### config.mk
export PLATFORM = sky130hd
export DESIGN_NAME = pc_sequencer_flat
export DESIGN_NICKNAME = d
export VERILOG_FILES = /design/src/rtl/pc_sequencer_if.sv /design/src/rtl/pc_sequencer.sv /design/src/flat_wrapper.sv
export SDC_FILE = /design/constraint.sdc
export NUM_CORES = 1
export LEC_CHECK = 0
export ABC_AREA = 1
export CAP_MARGIN = 20
export CORE_ASPECT_RATIO = 1.5
export CORE_MARGIN = 4
export CORE_UTILIZATION = 56
export CTS_BUF_LIST = sky130_fd_sc_hd__clkbuf_8
export DETAILED_ROUTE_END_ITERATION = 8
export GPL_TIMING_DRIVEN = 1
export PLACE_DENSITY = 0.9
export RECOVER_POWER = 100
export SYNTH_ARGS = -nofsm -noshare
export SYNTH_HDL_FRONTEND = slang
export SYNTH_SLANG_ARGS = --single-unit
### constraint.sdc
create_clock -name clk -period 2 [get_ports clk]
set_input_delay 0.4 -clock clk [delete_from_list [all_inputs] [get_ports clk]]
set_output_delay 0.4 -clock clk [all_outputs]
set_load 0.01 [all_outputs]
### src/rtl/pc_sequencer_if.sv
`default_nettype none
// ============================================================================
// Module      : pc_sequencer_if
// Description : Command and status bundle between the instruction decoder
//               (master) and the 6502 program-counter sequencer (slave).
// Revision    : 1.0 - initial release
// ============================================================================
interface pc_sequencer_if;

    logic        pcCmdValid_IN;
    logic [2:0]  pcCmd_IN;
    logic [1:0]  vectorSel_IN;
    logic [7:0]  dataBus_IN;
    logic [15:0] pc_OUT;
    logic        pcBusy_OUT;
    logic        vecRead_EN;
    logic [15:0] vecAddr_OUT;
    logic        pageCross_OUT;

    // Decoder / bus side: issues commands and supplies the data byte
    modport master (
        output pcCmdValid_IN,
        output pcCmd_IN,
        output vectorSel_IN,
        output dataBus_IN,
        input  pc_OUT,
        input  pcBusy_OUT,
        input  vecRead_EN,
        input  vecAddr_OUT,
        input  pageCross_OUT
    );

    // Sequencer side
    modport slave (
        input  pcCmdValid_IN,
        input  pcCmd_IN,
        input  vectorSel_IN,
        input  dataBus_IN,
        output pc_OUT,
        output pcBusy_OUT,
        output vecRead_EN,
        output vecAddr_OUT,
        output pageCross_OUT
    );

endinterface
`default_nettype wire

### src/rtl/pc_sequencer.sv
`default_nettype none
// ============================================================================
// Module      : pc_sequencer
// Description : Owner of the MOS 6502 program counter. Handles increment,
//               two-byte absolute load, relative branch with page-cross
//               fix-up cycle, and interrupt/reset vector fetch.
// Revision    : 1.0 - initial release
// ============================================================================
module pc_sequencer (
    input  wire             clk,
    input  wire             rst,
    pc_sequencer_if.slave   bus
);

    // Command codes
    localparam logic [2:0]  c_CMD_HOLD      = 3'd0;
    localparam logic [2:0]  c_CMD_INC       = 3'd1;
    localparam logic [2:0]  c_CMD_LOAD_LOW  = 3'd2;
    localparam logic [2:0]  c_CMD_LOAD_HIGH = 3'd3;
    localparam logic [2:0]  c_CMD_BRANCH    = 3'd4;
    localparam logic [2:0]  c_CMD_VECTOR    = 3'd5;

    // Vector bases
    localparam logic [15:0] c_VEC_NMI       = 16'hFFFA;
    localparam logic [15:0] c_VEC_RESET     = 16'hFFFC;
    localparam logic [15:0] c_VEC_IRQ       = 16'hFFFE;

    // FSM encoding
    localparam logic [1:0]  c_ST_IDLE       = 2'd0;
    localparam logic [1:0]  c_ST_BRANCH_FIX = 2'd1;
    localparam logic [1:0]  c_ST_VEC_LOW    = 2'd2;
    localparam logic [1:0]  c_ST_VEC_HIGH   = 2'd3;

    logic [1:0]  r_state;
    logic [15:0] r_pc;
    logic [7:0]  r_temp_low;
    logic [15:0] r_vec_base;
    logic        r_fix_up;       // 1: PCH increments in BRANCH_FIX, 0: decrements
    logic        r_page_cross;

    logic [1:0]  w_state_next;
    logic [15:0] w_pc_next;
    logic [7:0]  w_temp_next;
    logic [15:0] w_vec_base_next;
    logic        w_fix_up_next;
    logic [8:0]  w_sum9;
    logic        w_cross;
    logic [15:0] w_vec_sel_base;
    logic [15:0] w_vec_addr;

    // Low-byte branch sum; the offset's sign bit decides how to read the carry
    assign w_sum9  = {1'b0, r_pc[7:0]} + {1'b0, bus.dataBus_IN};
    assign w_cross = bus.dataBus_IN[7] ? ~w_sum9[8] : w_sum9[8];

    // Vector base selected by the decoder; code 3 aliases IRQ/BRK
    always_comb begin
        w_vec_sel_base = c_VEC_IRQ;
        case (bus.vectorSel_IN)
            2'd0:    w_vec_sel_base = c_VEC_NMI;
            2'd1:    w_vec_sel_base = c_VEC_RESET;
            default: w_vec_sel_base = c_VEC_IRQ;
        endcase
    end

    // Next-state and datapath update for each FSM state
    always_comb begin
        w_state_next    = r_state;
        w_pc_next       = r_pc;
        w_temp_next     = r_temp_low;
        w_vec_base_next = r_vec_base;
        w_fix_up_next   = r_fix_up;
        case (r_state)
            c_ST_IDLE: begin
                if (bus.pcCmdValid_IN) begin
                    case (bus.pcCmd_IN)
                        c_CMD_INC: begin
                            w_pc_next = r_pc + 16'd1;
                        end
                        c_CMD_LOAD_LOW: begin
                            w_temp_next = bus.dataBus_IN;
                        end
                        c_CMD_LOAD_HIGH: begin
                            w_pc_next = {bus.dataBus_IN, r_temp_low};
                        end
                        c_CMD_BRANCH: begin
                            w_pc_next = {r_pc[15:8], w_sum9[7:0]};
                            if (w_cross) begin
                                w_state_next  = c_ST_BRANCH_FIX;
                                w_fix_up_next = ~bus.dataBus_IN[7];
                            end
                        end
                        c_CMD_VECTOR: begin
                            w_vec_base_next = w_vec_sel_base;
                            w_state_next    = c_ST_VEC_LOW;
                        end
                        default: begin
                            // HOLD and reserved codes leave everything unchanged
                        end
                    endcase
                end
            end
            c_ST_BRANCH_FIX: begin
                w_pc_next[15:8] = r_fix_up ? (r_pc[15:8] + 8'd1) : (r_pc[15:8] - 8'd1);
                w_state_next    = c_ST_IDLE;
            end
            c_ST_VEC_LOW: begin
                // Memory answers in the same cycle the vector address is driven
                w_temp_next  = bus.dataBus_IN;
                w_state_next = c_ST_VEC_HIGH;
            end
            c_ST_VEC_HIGH: begin
                w_pc_next    = {bus.dataBus_IN, r_temp_low};
                w_state_next = c_ST_IDLE;
            end
            default: begin
                w_state_next = c_ST_IDLE;
            end
        endcase
    end

    // State registers; reset lands in VEC_LOW so a RESET vector fetch follows release
    always_ff @(posedge clk) begin
        if (rst) begin
            r_state      <= c_ST_VEC_LOW;
            r_pc         <= 16'h0000;
            r_temp_low   <= 8'h00;
            r_vec_base   <= c_VEC_RESET;
            r_fix_up     <= 1'b0;
            r_page_cross <= 1'b0;
        end else begin
            r_state      <= w_state_next;
            r_pc         <= w_pc_next;
            r_temp_low   <= w_temp_next;
            r_vec_base   <= w_vec_base_next;
            r_fix_up     <= w_fix_up_next;
            r_page_cross <= (r_state == c_ST_BRANCH_FIX);
        end
    end

    // Vector address is driven only during the two fetch cycles
    always_comb begin
        w_vec_addr = 16'h0000;
        if (r_state == c_ST_VEC_LOW) begin
            w_vec_addr = r_vec_base;
        end else if (r_state == c_ST_VEC_HIGH) begin
            w_vec_addr = r_vec_base + 16'd1;
        end
    end

    assign bus.pc_OUT        = r_pc;
    assign bus.pcBusy_OUT    = (r_state != c_ST_IDLE);
    assign bus.vecRead_EN    = (r_state == c_ST_VEC_LOW) || (r_state == c_ST_VEC_HIGH);
    assign bus.vecAddr_OUT   = w_vec_addr;
    assign bus.pageCross_OUT = r_page_cross;

endmodule
`default_nettype wire

### src/flat_wrapper.sv
// flat-port wrapper written by rule: the top's interface ports become plain ports
module pc_sequencer_flat 
  (clk, rst, bus_pcCmdValid_IN, bus_pcCmd_IN, bus_vectorSel_IN, bus_dataBus_IN, bus_pc_OUT, bus_pcBusy_OUT, bus_vecRead_EN, bus_vecAddr_OUT, bus_pageCross_OUT);
  pc_sequencer_if bus_i ();
  input  wire clk;
  input  wire rst;
  input wire logic [$bits(bus_i.pcCmdValid_IN)-1:0] bus_pcCmdValid_IN;
  input wire logic [$bits(bus_i.pcCmd_IN)-1:0] bus_pcCmd_IN;
  input wire logic [$bits(bus_i.vectorSel_IN)-1:0] bus_vectorSel_IN;
  input wire logic [$bits(bus_i.dataBus_IN)-1:0] bus_dataBus_IN;
  output wire logic [$bits(bus_i.pc_OUT)-1:0] bus_pc_OUT;
  output wire logic [$bits(bus_i.pcBusy_OUT)-1:0] bus_pcBusy_OUT;
  output wire logic [$bits(bus_i.vecRead_EN)-1:0] bus_vecRead_EN;
  output wire logic [$bits(bus_i.vecAddr_OUT)-1:0] bus_vecAddr_OUT;
  output wire logic [$bits(bus_i.pageCross_OUT)-1:0] bus_pageCross_OUT;
  assign bus_i.pcCmdValid_IN = bus_pcCmdValid_IN;
  assign bus_i.pcCmd_IN = bus_pcCmd_IN;
  assign bus_i.vectorSel_IN = bus_vectorSel_IN;
  assign bus_i.dataBus_IN = bus_dataBus_IN;
  assign bus_pc_OUT = bus_i.pc_OUT;
  assign bus_pcBusy_OUT = bus_i.pcBusy_OUT;
  assign bus_vecRead_EN = bus_i.vecRead_EN;
  assign bus_vecAddr_OUT = bus_i.vecAddr_OUT;
  assign bus_pageCross_OUT = bus_i.pageCross_OUT;
  pc_sequencer u_core (.clk(clk), .rst(rst), .bus(bus_i));
endmodule
Word level (Yosys, flattened, before mapping)
Index checks and enable logic that the tools add are counted.
{ "op_classes": {"addsub": 5, "eq_ne": 16, "mux": 16, "bitwise_logic": 2, "n_reduce_logical": 14} }
{ "op_table": {"columns": ["op", "count"], "rows": [
  ["$mux W16", 3],
  ["$pmux W16 S3", 1],
  ["$add A16 B1 Y16 const B", 2],
  ["$pmux W8 S2", 2],
  ["$mux W8", 3],
  ["$pmux W8 S3", 1],
  ["$reduce_and A3 Y1", 4],
  ["$add A8 B8 Y9", 1],
  ["$add A8 B1 Y8 const B", 1],
  ["$reduce_and A4 Y1", 2],
  ["$sub A8 B1 Y8 const B", 1],
  ["$eq A3 B2 Y1 const B", 2],
  ["$eq A3 B3 Y1 const B", 2],
  ["$ne A2 B2 Y1 const B", 3],
  ["$ne A3 B3 Y1 const B", 2],
  ["$pmux W2 S3", 1],
  ["$pmux W3 S2", 1],
  ["$reduce_bool A2 Y1", 3],
  ["$eq A2 B1 Y1 const B", 2],
  ["$eq A2 B2 Y1 const B", 2],
  ["$logic_not A2 Y1", 2],
  ["$mux W2", 2],
  ["$ne A4 B4 Y1 const B", 1],
  ["$pmux W2 S2", 1],
  ["other kinds (7)", 8]
]} }
{ "totals": {"regBits": 44, "inputBits": 16, "out_inout_bits": 35} }

Depth between registers and ports, before layout
{ "logic_depth": {"word_depth": 7, "depth_mapped": 13, "mapped_depth_nobuf": 13} }

Worst setup path after synthesis
Ideal clock, no wire load.
{ "synth_timing": {"path_type": "flip-flop to flip-flop", "start": "register u_core.r_pc[0], in the netlist u_core.bus.pc_OUT[0]", "end": "register u_core.r_state[0]", "setup_time_ps": 113, "arrival_ps": 1637, "required_ps": 1887, "slack_ps": 250, "stages_incl_launch_ff": 13, "path_buffers": 0, "period_less_slack_ps": 1750, "cell_sequence": "dfxtp_1 > ha_1 > fa_1 > nand2_1 > nand2_1 > nand2_1 > nand2_1 > nand2_1 > nand3_1 > nand2_1 > nand2_1 > nand2_1 > nor2_1"} }
{ "synth_between": {"elab_chain_cells": 5} }
{ "synth_rtl": {"columns": ["item", "line", "text"], "rows": [
  ["start: declaration", "pc_sequencer.sv:35", "logic [15:0] r_pc;"],
  ["start signal: assignment", "pc_sequencer.sv:132", "r_pc <= w_pc_next;"],
  ["$add A8 B8 Y9 (*)", "pc_sequencer.sv:52", "assign w_sum9 = {1'b0, r_pc[7:0]} + {1'b0, bus.dataBus_IN};"],
  ["$not A1 Y1", "pc_sequencer.sv:53", "assign w_cross = bus.dataBus_IN[7] ? ~w_sum9[8] : w_sum9[8];"],
  ["$mux W1 (*)", "pc_sequencer.sv:53", null],
  ["$ne A3 B2 Y1 (no source line) (*)", null, null],
  ["$reduce_and A3 Y1 (no source line) (*)", null, null],
  ["end signal: assignment", "pc_sequencer.sv:124", "r_state <= c_ST_VEC_LOW;"],
  ["end signal: assignment", "pc_sequencer.sv:131", "r_state <= w_state_next;"],
  ["end: declaration", "pc_sequencer.sv:34", "logic [1:0] r_state;"]
]} }
Every way passes the cells marked *; elsewhere a longest branch is shown, timed or not.
A chain may end at the register's enable or synchronous reset.

Worst setup path in the final report
{ "layout_timing": {"start": "register u_core.r_state[1]", "end": "output bus_vecAddr_OUT[0]"} }
{ "layout_between": {"elab_chain_cells": 3, "word_cells_on_any_way": 4, "classes_between": "eq/ne (2); mux (2)"} }
{ "layout_rtl": {"columns": ["item", "line", "text"], "rows": [
  ["$eq A2 B2 Y1", "pc_sequencer.sv:145", "end else if (r_state == c_ST_VEC_HIGH) begin"],
  ["$mux W16", "pc_sequencer.sv:145", null],
  ["$mux W16 (*)", "pc_sequencer.sv:143", "if (r_state == c_ST_VEC_LOW) begin"],
  ["end: declaration", "flat_wrapper.sv:14", "output wire logic [$bits(bus_i.vecAddr_OUT)-1:0] bus_vecAddr_OUT;"]
]} }
Marks and branches as above.

==> results.toml <==
[synthesis]
syn_avg_cell_area_um2 = 5.85
synth_async_sr_flop_share = 0
yosys.cell_count.top_type = "sky130_fd_sc_hd__nand2_1"
synthesis.yosys.warnings = 0
mappedNetlistNets = 559
synth_top_area_cell = "sky130_fd_sc_hd__nand2_1"
synthesis.area_um2 = 3050
post_synth_most_frequent_cells = "sky130_fd_sc_hd__nand2_1, sky130_fd_sc_hd__inv_1, sky130_fd_sc_hd__nor2_1"
yosys_most_used_dff = "sky130_fd_sc_hd__dfxtp_1"
synth-edff-count = 0
post_synth_main_area_contributors = "sky130_fd_sc_hd__nand2_1, sky130_fd_sc_hd__dfxtp_1, sky130_fd_sc_hd__inv_1"
syn_inst = 521
synth.top_cell.area_share = 0.217
synth-seq-area-share = 0.197
count_of_distinct_cell_types_in_the_synthesized_netlist = 34
synth_seq_cells = 30

[cts]
tritoncts = "built"
cts_sinks = 30
cts_root_buf = "sky130_fd_sc_hd__clkbuf_8"
clkSlewWorstSetupHoldPaths_ns = 0.07
tritoncts.num_buffers = 5
cts.htree.levels = 2
worstSkewPairLatency_ns = 0.29
clk_path_buf_depth = 2

[worst_hold_path]
min_delay_worst_endpoint = "u_core.r_vec_base[2]$_SDFFE_PP1P_"
hold_start = "u_core.r_vec_base[2]$_SDFFE_PP1P_"
hold_path.class = "register to register"
worstHoldPathCells = 2

[floorplanning]
placement_rows = 32
design.die.area_um2 = 6710
fp.dieW_um = 68.2
fp.dieH_um = 98.3
initial_utilization = 0.585
io-pin-count = 51
core_box_area_um2 = 5200

[drt]
first_pass_iters = 5
route.vias.total = 3701
wl_per_cell_um = 14.4
drtAntennaViolNets = 0
totalWireLength_um = 9600
detail_route.iter0.violations = 258
vias_per_cell = 5.55
remaining_drc_errors = 0

[final_layout]
final_nets = 636
areaGrowthSynthToFinish_pct = 28.1
antenna_cells = 0
final_layout_size_suffix_gt1_frac = 0.147
finalNonFillerCells = 667

[power_and_ir_drop]
power_density_nw_per_um2 = 1600
max-vdd-ir-drop_uv = 791
power.static_leakage_nw = 2.04

[timing]
tightest_slew_ns = 0.385
rsz_0062_raised_after_global_routing = "false"
slew_viol_final = 0
fmaxAchievable_mhz = 508
timing.final.setup_violations = 0
final.min_clock_period_ns = 1.97
crit_share_post_route = 0.984
report.final.hold_viol_count = 0
slew-limit-headroom = 0.744
finalSetupTns_ns = 0
timing.clock.skew_ns = 0.00589

[critical_path]
worstSetupPathType = "register to primary output"
crit_path_max_fanout = 5
cp_slowest_stage_delay_ns = 0.54
slowest_cell_on_the_critical_path = "sky130_fd_sc_hd__clkdlybuf4s50_1"
crit_path_cell_chain = "ha_2 > buf_6 > clkdlybuf4s50_1"
reg2reg_setup_slack_ns = 0.16
arrival_ns = 1.57
worst_flop_to_flop_path_startpoint = "u_core.r_state[0]$_SDFFE_PP0P_"
r2r_cells = 10
crit_path_end_kind = "primary output"
regToRegEndpoint = "u_core.r_temp_low[4]$_SDFFE_PP0P_"
start_kind = "register"
worstPathRequired_ns = 1.60

[job]
drv.max_cap_violation_count = 0

[run_status]
run_status = "complete, no violations"

[global_routing]
grt_max_degree = 25
antenna_found_initial = 0
first_pass_grt_wire_length_um = 15800
number_of_global_route_vias_before_repair = 3539
grt-ovfl-total = 0
track_usage = 0.302

[placement]
globalplace.congestion = 0.940
port_buffers = 50
detailed_place_hpwl_um = 7370
dp_cells = 657
## layer usage
layer,part of all wire,track usage,up-vias
met5,0,0,-
met4,0.070,0.199,0
met3,0.065,0.0334,59
met2,0.50,0.504,184
met1,0.37,0.349,1656
li1,-,-,1802
## sequential cells by signal (all words and copies together), names as in the netlist
signal	cells
u_core.r_state	2
u_core.bus.pc_OUT	16
u_core.r_vec_base	2
u_core.r_fix_up	1
u_core.bus.pageCross_OUT	1
u_core.r_temp_low	8
## where the power goes
| group | internal [W] | switching, W |
|---|---|---|
| Clock | 0.000273 | 0.000249 |
| Sequential | 0.000863 | 0.000259 |
| Combinational | 0.00188 | 0.00273 |
## through the flow
step	power [W]	instance area (um^2)	setup WS (ns)	util	hold slack [ns]
after floorplan	0.00430	3050	0.250	-	0.458
after global placement	0.00570	3800	-0.301	0.730	0.482
after detailed placement	0.00586	3800	-0.353	0.730	0.494
after CTS	0.00630	3900	0.0246	0.750	0.512
after global routing	0.00685	3900	0.00865	0.750	0.549
final	0.00625	3900	0.0325	0.750	0.514
## worst max-delay path: cells and delay by family (launching register included)
| kind | cells | cell delay (ns) |
|---|---|---|
| flip-flops | 1 | 0.40 |
| buffers and inverters | 2 | 0.66 |
| adder cells (fa/ha/maj) | 1 | 0.22 |
## worst max path at each step
stage / from / to / cells past startpoint
after floorplan: bus_dataBus_IN[0] / u_core.r_state[0]$_SDFFE_PP0P_ / 12
after global placement: bus_dataBus_IN[0] / u_core.r_state[0]$_SDFFE_PP0P_ / 13
after detailed placement: bus_dataBus_IN[0] / u_core.r_state[0]$_SDFFE_PP0P_ / 13
after CTS: bus_dataBus_IN[0] / u_core.r_state[0]$_SDFFE_PP0P_ / 13
after global routing: u_core.r_state[1]$_SDFFE_PP1P_ / bus_vecAddr_OUT[0] / 3
final: u_core.r_state[1]$_SDFFE_PP1P_ / bus_vecAddr_OUT[0] / 3
## cells by family (layout without fill, tap and decap cells)
family / Yosys count / count (layout) / share of synthesized area
adders and majority gates: 22 / 22 / 0.0953
buffers and inverters: 95 / 173 / 0.144
DFF: 30 / 30 / 0.197
and+or+nand+nor: 302 / 302 / 0.430
AOI/OAI and AO/OA: 69 / 69 / 0.125
xor gates and xnor gates: 3 / 3 / 0.00863
## cells in the final DEF, fill, tap and decap left out, types with 2 or more instances in the layout
cell,synthesis,routed
sky130_fd_sc_hd__a21oi_1,32,32
sky130_fd_sc_hd__a21oi_2,4,4
sky130_fd_sc_hd__buf_12,0,2
sky130_fd_sc_hd__buf_4,15,35
sky130_fd_sc_hd__clkbuf_2,0,2
sky130_fd_sc_hd__clkbuf_8,0,6
sky130_fd_sc_hd__clkdlybuf4s50_1,0,15
sky130_fd_sc_hd__dfxtp_1,30,29
sky130_fd_sc_hd__dlygate4sd2_1,0,17
sky130_fd_sc_hd__dlygate4sd3_1,0,17
sky130_fd_sc_hd__ha_1,20,17
sky130_fd_sc_hd__ha_2,0,3
sky130_fd_sc_hd__inv_1,67,68
sky130_fd_sc_hd__inv_2,4,4
sky130_fd_sc_hd__inv_4,2,2
sky130_fd_sc_hd__nand2_1,176,172
sky130_fd_sc_hd__nand2_2,5,9
sky130_fd_sc_hd__nand3_1,41,40
sky130_fd_sc_hd__nand3_2,6,7
sky130_fd_sc_hd__nand4_1,9,9
sky130_fd_sc_hd__nor2_1,56,56
sky130_fd_sc_hd__nor2_2,3,3
sky130_fd_sc_hd__o21a_1,2,2
sky130_fd_sc_hd__o21ai_0,21,21
sky130_fd_sc_hd__o21ai_1,4,5
sky130_fd_sc_hd__or2_2,2,2
sky130_fd_sc_hd__xor2_1,3,3
## repair_timing
item / 4_1_cts / 5_1_grt
pin swaps: 0 / 3
setup endpoints to repair: 21 / 5
gates resized for setup: 23 / 8
hold buffers: 0 / 0
setup buffers: 2 / 0
## layout make-up
| cell class | instances | area, um^2 |
|---|---|---|
| tap | 68 | 85.1 |
| inverter | 73 | 279 |
| fill | 443 | 1300 |
| clock buffer | 6 | 82.6 |
| multi-input combinational | 396 | 2030 |
| clock inverter | 2 | 8.76 |
| sequential | 30 | 602 |
| timing repair buffer | 92 | 817 |
(Power assumes the default switching activity.)
